### src/rtl/tile_pkg.sv
// Shared state encoding, screen geometry and reset patterns for the tile game controller.
package tile_pkg;

  localparam int SCREEN_W = 160;
  localparam int SCREEN_H = 120;

  typedef logic [2:0] state_t;

  localparam state_t IDLE      = 3'd0;
  localparam state_t WAIT_TICK = 3'd1;
  localparam state_t UPDATE    = 3'd2;
  localparam state_t REQ       = 3'd3;
  localparam state_t WAIT_DONE = 3'd4;
  localparam state_t OVER      = 3'd5;

  // Lane of tile i sits in bits [2i+1:2i]: tiles start in lanes 0,2,1,3.
  localparam logic [7:0] RESET_LANES = {2'd3, 2'd1, 2'd2, 2'd0};
  localparam logic [7:0] LFSR_SEED   = 8'hA5;

endpackage

### src/rtl/lfsr8.sv
// 8-bit Fibonacci LFSR (x^8+x^6+x^5+x^4+1) that advances only while en is high.
module lfsr8
  import tile_pkg::*;
(
  input  logic       clock,
  input  logic       res,
  input  logic       en,
  output logic [1:0] rnd
);

  logic [7:0] q;

  always_ff @(posedge clock) begin
    if (res) begin
      q <= LFSR_SEED;
    end else if (en) begin
      q <= {q[6:0], q[7] ^ q[5] ^ q[4] ^ q[3]};
    end
  end

  assign rnd = q[1:0];

endmodule

### src/rtl/tile_controller.sv
// Game logic for four falling tiles: frame-tick movement, go/done redraw handshake, key judging, score.
// Optional macro TILE_SPEEDUP_EN: the fall step grows by one per eight hits, capped at 4 pixels.
module tile_controller
  import tile_pkg::*;
#(
  parameter int FRAME_DIV = 833333,
  parameter int LANE_W    = SCREEN_W / 4,
  parameter int SPACING   = 30,
  parameter int HIT_Y     = 88,
  parameter int BOTTOM_Y  = SCREEN_H - 16,
  parameter int STEP      = 1
)(
  input  logic       clock,
  input  logic       res,
  input  logic       start,
  input  logic [3:0] key,
  input  logic       done,
  output logic       go,
  output logic [7:0] x1,
  output logic [7:0] x2,
  output logic [7:0] x3,
  output logic [7:0] x4,
  output logic [7:0] y1,
  output logic [7:0] y2,
  output logic [7:0] y3,
  output logic [7:0] y4,
  output logic [7:0] score,
  output logic       gd
);

  localparam int CW = (FRAME_DIV > 1) ? $clog2(FRAME_DIV) : 1;
  localparam logic signed [7:0] HIT_LIM    = 8'(HIT_Y);
  localparam logic signed [7:0] BOTTOM_LIM = 8'(BOTTOM_Y);

  state_t        state;
  logic [1:0]    head;
  logic [1:0]    lane [4];
  logic [7:0]    y [4];
  logic [CW-1:0] fcnt;
  logic [7:0]    step;
  logic [7:0]    head_next_y;
  logic [1:0]    rnd;
  logic          tick;
  logic          hit;
  logic          hit_en;

  assign tick        = (fcnt == CW'(FRAME_DIV - 1));
  assign hit         = (key == (4'b0001 << lane[head])) && ($signed(y[head]) >= HIT_LIM);
  assign hit_en      = (state == WAIT_TICK) && hit;
  assign head_next_y = y[head] + step;

  lfsr8 u_lfsr (
    .clock (clock),
    .res   (res),
    .en    (hit_en),
    .rnd   (rnd)
  );

`ifdef TILE_SPEEDUP_EN
  logic [7:0] hit_count;
  logic [5:0] boost;

  always_ff @(posedge clock) begin
    if (res) begin
      hit_count <= 8'd0;
    end else if (hit_en && hit_count != 8'hFF) begin
      hit_count <= hit_count + 8'd1;
    end
  end

  always_comb begin
    boost = 6'(STEP) + {1'b0, hit_count[7:3]};
    step  = (boost > 6'd4) ? 8'd4 : {2'b00, boost};
  end
`else
  assign step = 8'(STEP);
`endif

  // Free-running frame divider; frozen while idle or after the game ends.
  always_ff @(posedge clock) begin
    if (res) begin
      fcnt <= '0;
    end else if (state != IDLE && state != OVER) begin
      fcnt <= tick ? '0 : fcnt + CW'(1);
    end
  end

  always_ff @(posedge clock) begin
    if (res) begin
      state <= IDLE;
      head  <= 2'd0;
      go    <= 1'b0;
      gd    <= 1'b0;
      score <= 8'd0;
      for (int i = 0; i < 4; i++) begin
        lane[i] <= RESET_LANES[2*i +: 2];
        y[i]    <= 8'(-(i * SPACING));
      end
    end else begin
      case (state)
        IDLE: begin
          if (start) state <= REQ;
        end
        WAIT_TICK: begin
          // A key landing on the tick cycle is judged first; the move follows next cycle.
          if (key != 4'b0000) begin
            if (hit) begin
              if (score != 8'hFF) score <= score + 8'd1;
              y[head]    <= y[head - 2'd1] - 8'(SPACING);
              lane[head] <= rnd;
              head       <= head + 2'd1;
              if (tick) state <= UPDATE;
            end else begin
              state <= OVER;
              gd    <= 1'b1;
            end
          end else if (tick) begin
            state <= UPDATE;
          end
        end
        UPDATE: begin
          for (int i = 0; i < 4; i++) y[i] <= y[i] + step;
          if ($signed(head_next_y) > BOTTOM_LIM) begin
            state <= OVER;
            gd    <= 1'b1;
          end else begin
            state <= REQ;
          end
        end
        REQ: begin
          go    <= 1'b1;
          state <= WAIT_DONE;
        end
        WAIT_DONE: begin
          if (done) begin
            go    <= 1'b0;
            state <= WAIT_TICK;
          end
        end
        OVER: begin
          go <= 1'b0;
        end
        default: begin
          state <= IDLE;
          go    <= 1'b0;
        end
      endcase
    end
  end

  assign x1 = 8'(int'(lane[0]) * LANE_W);
  assign x2 = 8'(int'(lane[1]) * LANE_W);
  assign x3 = 8'(int'(lane[2]) * LANE_W);
  assign x4 = 8'(int'(lane[3]) * LANE_W);
  assign y1 = y[0];
  assign y2 = y[1];
  assign y3 = y[2];
  assign y4 = y[3];

endmodule
### config.mk
export PLATFORM = sky130hd
export DESIGN_NAME = tile_controller
export DESIGN_NICKNAME = d
export VERILOG_FILES = /design/src/rtl/tile_pkg.sv /design/src/rtl/lfsr8.sv /design/src/rtl/tile_controller.sv
export SDC_FILE = /design/constraint.sdc
export NUM_CORES = 1
export LEC_CHECK = 0
export BUFFER_PORTS_ARGS = -buffer_cell sky130_fd_sc_hd__clkbuf_2
export CAP_MARGIN = 20
export CORE_MARGIN = 2
export CORE_UTILIZATION = 42
export DETAILED_ROUTE_END_ITERATION = 10
export GPL_TIMING_DRIVEN = 0
export PLACE_DENSITY = 0.7
export SLEW_MARGIN = 20
export SYNTH_ARGS = -nofsm -noshare
export SYNTH_HDL_FRONTEND = slang
export SYNTH_SLANG_ARGS = --single-unit
### constraint.sdc
create_clock -name clock -period 5.2 [get_ports clock]
set_input_delay 0 -clock clock [delete_from_list [all_inputs] [get_ports clock]]
set_output_delay 0 -clock clock [all_outputs]
set_load 0.01 [all_outputs]
# Word level (Yosys, flattened, before mapping)
# Memory sizes are Yosys's and may differ from the RTL's. A register that Yosys moved wholly into a read port is not among the register bits.
# Cells that the tools add are included.
[op_classes]
n_lt_le_gt_ge = 2
multipliers = 4
shift = 1
n_eq_ne = 14
addsub = 10
muxes = 38
bitwise = 9
n_reduce_logical = 15
[ops]
columns = ["op", "count"]
rows = [
  ["adder 8 x 1 -> 8 bit (second input constant)", 6],
  ["2-to-1 mux 8 bit", 5],
  ["adder 20 x 1 -> 20 bit (second input constant)", 1],
  ["equality test 20 bit (second input constant)", 1],
  ["multiplier 2 x 3 -> 5 bit (second input constant)", 4],
  ["2-to-1 mux 20 bit", 1],
  ["2-to-1 mux 3 bit", 6],
  ["case mux 3 bit (6 select lines)", 1],
  ["2-to-1 mux 1 bit", 16],
  ["2-to-1 mux 2 bit", 7],
  [">= comparator 8 bit (second input constant)", 1],
  ["greater-than comparator 8 bit (second input constant)", 1],
  ["inequality test 2 bit (second input constant)", 4],
  ["inequality test 8 bit (second input constant)", 1],
  ["AND reduction 4 bit", 2],
  ["OR reduction 8 bit", 1],
  ["subtractor 8 x 5 -> 8 bit (second input constant)", 1],
  ["equality test 3 x 2 -> 1 bit (second input constant)", 2],
  ["equality test 3 bit (second input constant)", 2],
  ["AND reduction 3 bit", 2],
  ["equality test 4 bit", 1],
  ["bitwise OR 1 bit", 4],
  ["nonzero test 4 bit", 1],
  ["<< shifter 1 x 2 -> 4 bit (first input constant)", 1],
  ["16 further kinds", 21],
]
[word_totals]
ram_bits = 40
out_inout_bits = 74
in_bits = 8
reg_bits = 43
word_cells = 102
memories = 2
[memory_table]
columns = ["name", "depth", "width", "read_ports", "rd_clocked_by_memory_dff", "wr", "line_no", "text"]
rows = [
  ["y", 4, 8, 6, 1, 4, "tile_controller.sv:38", "logic [7:0] y [4];"],
  ["lane", 4, 2, 5, 1, 4, "tile_controller.sv:37", "logic [1:0] lane [4];"],
]

# Longest topological paths before layout
# Gate-level depths: netlist of run 1.
[logic_depth]
ltp_word = 10
ltp_mapped = 10
mapped_depth_nobuf = 8

# Cells and area by module
# Synthesis of run 1 repeated with hierarchy kept, for this count alone.
[hier_totals]
cells_unflattened = 493
area_unflattened_um2 = 4926.0
[modules_own_cells]
columns = ["mod", "area_per_inst_um2", "cells_each", "instances", "seq_area_each_um2"]
rows = [
  ["tile_controller", 4608.2, 462, 1, 1941.9],
  ["lfsr8", 317.8, 31, 1, 160.2],
]

# Worst setup path before layout of run 1
# Ideal clock, no wire load.
[synth_timing]
path_kind = "flip-flop to flip-flop"
startpoint = "register head[0]"
endpoint = "memory y[1][7] (data pin)"
t_arrival_ns = 2.903
setup_ns = 0.294
n_path_buf = 2
setup_slack_ns = 2.003
required_time_ns = 4.906
path_stages_with_launch = 11
synth_period_minus_slack_ns = 3.197
cell_sequence = "dfxtp_1 buf_1 inv_1 ha_1 clkbuf_1 mux4_2 ha_1 nand3_1 nor3b_1 xnor2_1 a22oi_1"
[synth_rtl]
columns = ["element", "line_no", "text"]
rows = [
  ["from (decl)", "tile_controller.sv:36", "logic [1:0] head;"],
  ["from (signal assigned)", "tile_controller.sv:111", "head <= head + 2'd1;"],
  ["to (decl)", "tile_controller.sv:38", ""],
]

==> flow_metrics.env, run 1 <==
export IMPL_status="complete, no violations"
export IMPL_start_kind="register"
export IMPL_powerDensity_nw_per_um2=283
export IMPL_layout_setup_ws_ps=1220
export IMPL_syn_inst=504
export IMPL_clock_path_buffers=2
export IMPL_routed_wl_um=12200
export IMPL_drv_slew=0
export IMPL_grt_pass1_wl_um=20000
export IMPL_synth_simple_area_share_pct=19.5
export IMPL_r2r_cells=10
export IMPL_ctsResizeCount=0
export IMPL_num_antenna_cells=0
export IMPL_layout_min_cycle_time_ps=3980
export IMPL_dpl_cell_area_um2=5500
export IMPL_cts_buffers=9
export IMPL_ys_seq_area_share_pct=42.6
export IMPL_p_leak_nw=2.10
export IMPL_cp_max_fo=10
export IMPL_routedWlPerCell_um=16.4
export IMPL_synth_xor_area_share_pct=9.22
export IMPL_hp_start="done"
export IMPL_grt_max_degree=14
export IMPL_fp_row_count=39
export IMPL_grt_use_total_pct=20.0
export IMPL_cts_root_buf="clkbuf_16"
export IMPL_top_layer="met4"
export IMPL_antenna_found_initial=0
export IMPL_layout_drive_gt1_share_pct=22.4
export IMPL_synth_ff_type="dfxtp_1"
export IMPL_synth_edf_count=40
export IMPL_required_ps=5250
export IMPL_syn_area_um2=4940
export IMPL_dr_pass1_iters=5
export IMPL_gp_congestion=0.926
export IMPL_final_cell_mix="65 x clkbuf_2, 49 x nor2_1, 45 x dfxtp_1, 40 x edfxtp_1, 39 x nand2_1"
export IMPL_synth_fa_ha_area_share_pct=3.04
export IMPL_start_util_pct=43.1
export IMPL_crit_end="y[1][7]"
export IMPL_min_period_over_period_pct=76.5
export IMPL_post_cts_setup_buffers=0
export IMPL_grt_ovfl_total=0
export IMPL_io_pins=82
export IMPL_path_class="register to register"
export IMPL_grt_pass1_vias=3981
export IMPL_core_um2=11500
export IMPL_ys_seq_elements=85
export IMPL_ys_async_sr_fraction_pct=0
export IMPL_port_buffers=64
export IMPL_fmax_mhz=251
export IMPL_postCtsHoldBufs=0
export IMPL_wl_met2_um=5700
export IMPL_cts_clk_slew_worst_paths_ps=60
export IMPL_r2r_start="head[0]"
export IMPL_syn_avg_cell_area_um2=9.80
export IMPL_ir_drop_uv=185
export IMPL_wl_met3_um=901
export IMPL_synth_top_family_by_area="simple AND/OR/NAND/NOR gates"
export IMPL_post_place_ws_ps=1240
export IMPL_reg2reg_to="y[1][7]"
export IMPL_layout_commonest_cell="clkbuf_2"
export IMPL_finalHoldViolations=0
export IMPL_drc=0
export IMPL_final_net_count=614
export IMPL_endpoint_kind="register"
export IMPL_finalInstanceArea_um2=5800
export IMPL_rsz0062_at_grt="false"
export IMPL_wl_met1_um=5330
export IMPL_clkLatencyLatePin_ps=350
export IMPL_area_growth_pct=17.5
export IMPL_fin_worst_skew_ps=10.9
export IMPL_arrival_ps=4030
export IMPL_cts_tree="done"
export IMPL_yosysWarnings=0
export IMPL_regArea_um2=2100
export IMPL_n_fill_cell=1070
export IMPL_antenna_left=0
export IMPL_die_area_um2=12600
export IMPL_setup_worst_path_start="head[0]"
export IMPL_tightest_slew_ps=792
export IMPL_synth_compound_area_share_pct=12.2
export IMPL_drv_cap=0
export IMPL_drt_vias_per_instance=5.57
export IMPL_slew_headroom_pct=46.9
export IMPL_hp_class="input port to register"
export IMPL_setup_tns_ps=0
export IMPL_cts_max_level=3
export IMPL_power_mw=1.64
export IMPL_num_vias=4134
export IMPL_setup_viol=0
export IMPL_hpwl_um=9210
export IMPL_yosysUniqueCellTypes=53
export IMPL_cts_sinks=85
export IMPL_drtIter0Drc=257
export IMPL_die_w_um=112
export IMPL_r2r_slack_ps=1220
export IMPL_die_h_um=112
export IMPL_synth_mux_area_share_pct=6.87
export IMPL_multi_input_comb_area_um2=2570
-- metal layers --
layer | track usage, % | vias to the layer above
met1 | 27.4 | 1953
met5 | 0 | -
met2 | 30.5 | 176
met3 | 4.59 | 26
met4 | 8.78 | 0
li1 | - | 1979
-- flip-flops by register name, indices dropped and copies added (netlist names), named ones only --
name      cells
u_lfsr.q      8
gd            1
head          2
state         3
lane          8
fcnt         20
y            32
go            1
score         8
-- worst min path at each step --
stage                     endpoint  slack, ps  cells after the start
final                     state[2]         40                      4
after global routing      state[2]         70                      4
after detailed placement  state[2]        400                      4
after global placement    state[2]        370                      4
after floorplan           state[2]        230                      3
after CTS                 state[2]         30                      4
-- layout make-up --
| cell class | instances | area share [%] |
|---|---|---|
| Buffer | 45 | 4.79 |
| Clock buffer | 13 | 4.53 |
| Clock inverter | 3 | 0.712 |
| Inverter | 13 | 0.841 |
| Multi-Input combinational cell | 376 | 44.3 |
| Sequential cell | 85 | 36.2 |
| Tap cell | 143 | 3.08 |
| Timing Repair Buffer | 64 | 5.52 |
-- power by group --
group,switching [mW],internal (mW)
Combinational,0.128,0.0852
Sequential,0.0390,0.731
Clock,0.257,0.403
-- through the flow --
stage / util (%) / std cells / hold WS [ps]
after floorplan: - / 519 / 230
after global placement: 47.9 / 726 / 374
after detailed placement: 48.0 / 726 / 395
after CTS: 50.6 / 742 / 30.6
after global routing: 50.6 / 742 / 68.5
final: 50.6 / 742 / 44.1
-- cell usage after synthesis, drive strengths merged, types with 14 or more instances --
cell	count	area (um^2)
buf	31	225
xor2	28	245
o22ai	18	113
xnor2	24	210
a21oi	26	134
o21ai	16	80.1
dfxtp	45	901
clkbuf	14	52.6
nand3	29	150
nor2	49	184
nand2	41	159
edfxtp	40	1200
-- logic make-up after synthesis --
logic type	after synthesis
simple gates	186
compound gates	93
flops	85
buf+inv	58
xor+xnor	52
mux	17
fa+ha+maj	12
other cells	1
-- critical path: stages, from the launching register on --
cell and delay (ps):
dfxtp_1 470, buf_1 530, inv_1 280, ha_1 350
clkbuf_1 460, mux4_2 490, ha_1 250, nand3_1 110
nor3b_1 300, xnor2_1 290, a22oi_1 160
No activity file was read; power rests on OpenSTA's default activity.
==> run 2, diff against run 1 <==
==> constraint.sdc (replaced) <==
create_clock -name clock -period 3.7 [get_ports clock]
set_input_delay 0 -clock clock [delete_from_list [all_inputs] [get_ports clock]]
set_output_delay 0 -clock clock [all_outputs]
set_load 0.01 [all_outputs]
==> run 2 against run 1 <==
Compared with the run above:
- global-route usage is the same
- setup slack worse by 970 ps
- count of clock-buffer cells in the layout is the same
- clock power rose by 40%
- clock skew up 0.86 ps
- sequential power rose by 40%
- wire length rose by 0.16%
- combinational power grew 41%
- via count grew 0.27%
- sequential share of layout area about the same
- largest power group unchanged
==> flow_metrics.env, run 2 (synthesized netlist as in run 1, its figures left out) <==
export IMPL_grt_pass1_wl_um=20000
export IMPL_fmax_mhz=290
export IMPL_die_w_um=112
export IMPL_regArea_um2=2100
export IMPL_layout_commonest_cell="clkbuf_2"
export IMPL_grt_max_degree=14
export IMPL_status="complete, no violations"
export IMPL_grt_pass1_vias=3981
export IMPL_port_buffers=64
export IMPL_holdWs_ps=45.0
export IMPL_arrival_ps=3500
export IMPL_die_h_um=112
export IMPL_ir_drop_uv=261
export IMPL_dr_pass1_iters=4
export IMPL_cts_sinks=85
export IMPL_grt_ovfl_total=0
export IMPL_n_fill_cell=1069
export IMPL_cts_clk_slew_worst_paths_ps=60
export IMPL_p_leak_nw=2.10
export IMPL_cts_buffers=9
export IMPL_num_antenna_cells=0
export IMPL_finalHoldViolations=0
export IMPL_area_growth_pct=17.5
export IMPL_cts_tree="done"
export IMPL_utilization_pct=50.6
export IMPL_endpoint_kind="register"
export IMPL_dpl_cell_area_um2=5500
export IMPL_fin_cells=741
export IMPL_grt_use_total_pct=20.0
export IMPL_antenna_found_initial=0
export IMPL_multi_input_comb_area_um2=2570
export IMPL_dp_cells=726
export IMPL_fin_worst_skew_ps=11.8
export IMPL_finalInstanceArea_um2=5800
export IMPL_start_util_pct=43.1
export IMPL_final_net_count=613
export IMPL_start_kind="register"
export IMPL_powerDensity_nw_per_um2=398
export IMPL_gp_congestion=0.926
export IMPL_drtIter0Drc=292
export IMPL_hpwl_um=9210
export IMPL_setup_tns_ps=0
export IMPL_rsz0062_at_grt="false"
export IMPL_io_pins=82
export IMPL_layout_drive_gt1_share_pct=22.6
export IMPL_core_um2=11500
export IMPL_die_area_um2=12600
export IMPL_clock_path_buffers=2
export IMPL_routedWlPerCell_um=16.5
export IMPL_reg_top3="y x32, fcnt x20"
export IMPL_drv_slew=0
export IMPL_required_ps=3750
export IMPL_postCtsHoldBufs=0
export IMPL_cp_max_fo=10
export IMPL_setup_viol=0
export IMPL_max_stage_delay_ps=600
export IMPL_fp_row_count=39
export IMPL_largest_register_ffs=32
export IMPL_routed_wl_um=12200
export IMPL_min_period_over_period_pct=93.3
export IMPL_post_place_ws_ps=-261
export IMPL_slowest_stage="ha_1"
export IMPL_layout_min_cycle_time_ps=3450
export IMPL_path_class="register to register"
export IMPL_layout_setup_ws_ps=248
export IMPL_clkLatencyLatePin_ps=350
export IMPL_hp_class="input port to register"
export IMPL_power_mw=2.31
export IMPL_drv_cap=0
export IMPL_final_cell_mix="65 x clkbuf_2, 49 x nor2_1, 45 x dfxtp_1, 40 x edfxtp_1, 39 x nand2_1"
export IMPL_drc=0
export IMPL_crit_top_cell="ha_1"
export IMPL_cts_max_level=3
export IMPL_tightest_slew_ps=828
export IMPL_cts_root_buf="clkbuf_16"
export IMPL_num_vias=4145
export IMPL_path_cells="buf_2 -> inv_1 -> ha_1 -> mux4_2 -> ha_1 -> nand3_1 -> nor3b_1 -> xnor2_1 -> a22oi_1"
export IMPL_antenna_left=0
export IMPL_drt_vias_per_instance=5.59
export IMPL_top_register="y"
export IMPL_slew_headroom_pct=44.5
==> run 2: worst paths after layout <==
| kind | endpoint | slack (ps) | depth (start not counted) | start |
|---|---|---|---|---|
| setup / recovery | y[1][7] | 250 | 9 | head[0] |
| hold / removal | state[2] | 40 | 4 | done |
| setup reg to reg | y[1][7] | 250 | 9 | head[0] |
| hold reg to reg | u_lfsr.q[6] | 470 | 2 | u_lfsr.q[6] |
==> run 2: power by group <==
group	internal (mW)	switching (mW)	total (mW)
combinational	0.120	0.180	0.300
sequential	1.03	0.0545	1.08
clock	0.567	0.359	0.925
total	1.71	0.593	2.31
==> run 2: area by class of cell <==
type / instances / share of cell area, %
buffer: 44 / 4.75
clock buffer: 13 / 4.53
timing repair buffer: 64 / 5.52
tap: 143 / 3.08
multi-input combinational: 376 / 44.3
inverter: 13 / 0.841
sequential: 85 / 36.2
clock inverter: 3 / 0.712
==> run 2: timing repair <==
| action | in CTS | in global routing |
|---|---|---|
| pin swaps | 0 | 0 |
| setup endpoints to repair | 15 | 4 |
| setup buffers | 0 | 0 |
| hold endpoints to repair | 0 | 0 |
| gates resized for setup | 1 | 0 |
==> run 2: metal layers <==
metal / routed length, um / GRT usage [%] / vias to the layer above / share of wire, %
li1: - / - / 1978 / -
met1: 5300 / 27.4 / 1964 / 43
met2: 5700 / 30.5 / 168 / 47
met3: 898 / 4.59 / 35 / 7.3
met4: 331 / 8.78 / 0 / 2.7
met5: 0 / 0 / - / 0
==> run 2: worst max-delay path: cells and delay by family, from the launching register on <==
kind / cells / cell delay [ps]
fa+ha+maj: 2 / 850
buf+inv: 2 / 520
flops: 1 / 460
mux: 1 / 460
simple gates: 2 / 400
xor+xnor: 1 / 290
compound gates: 1 / 170
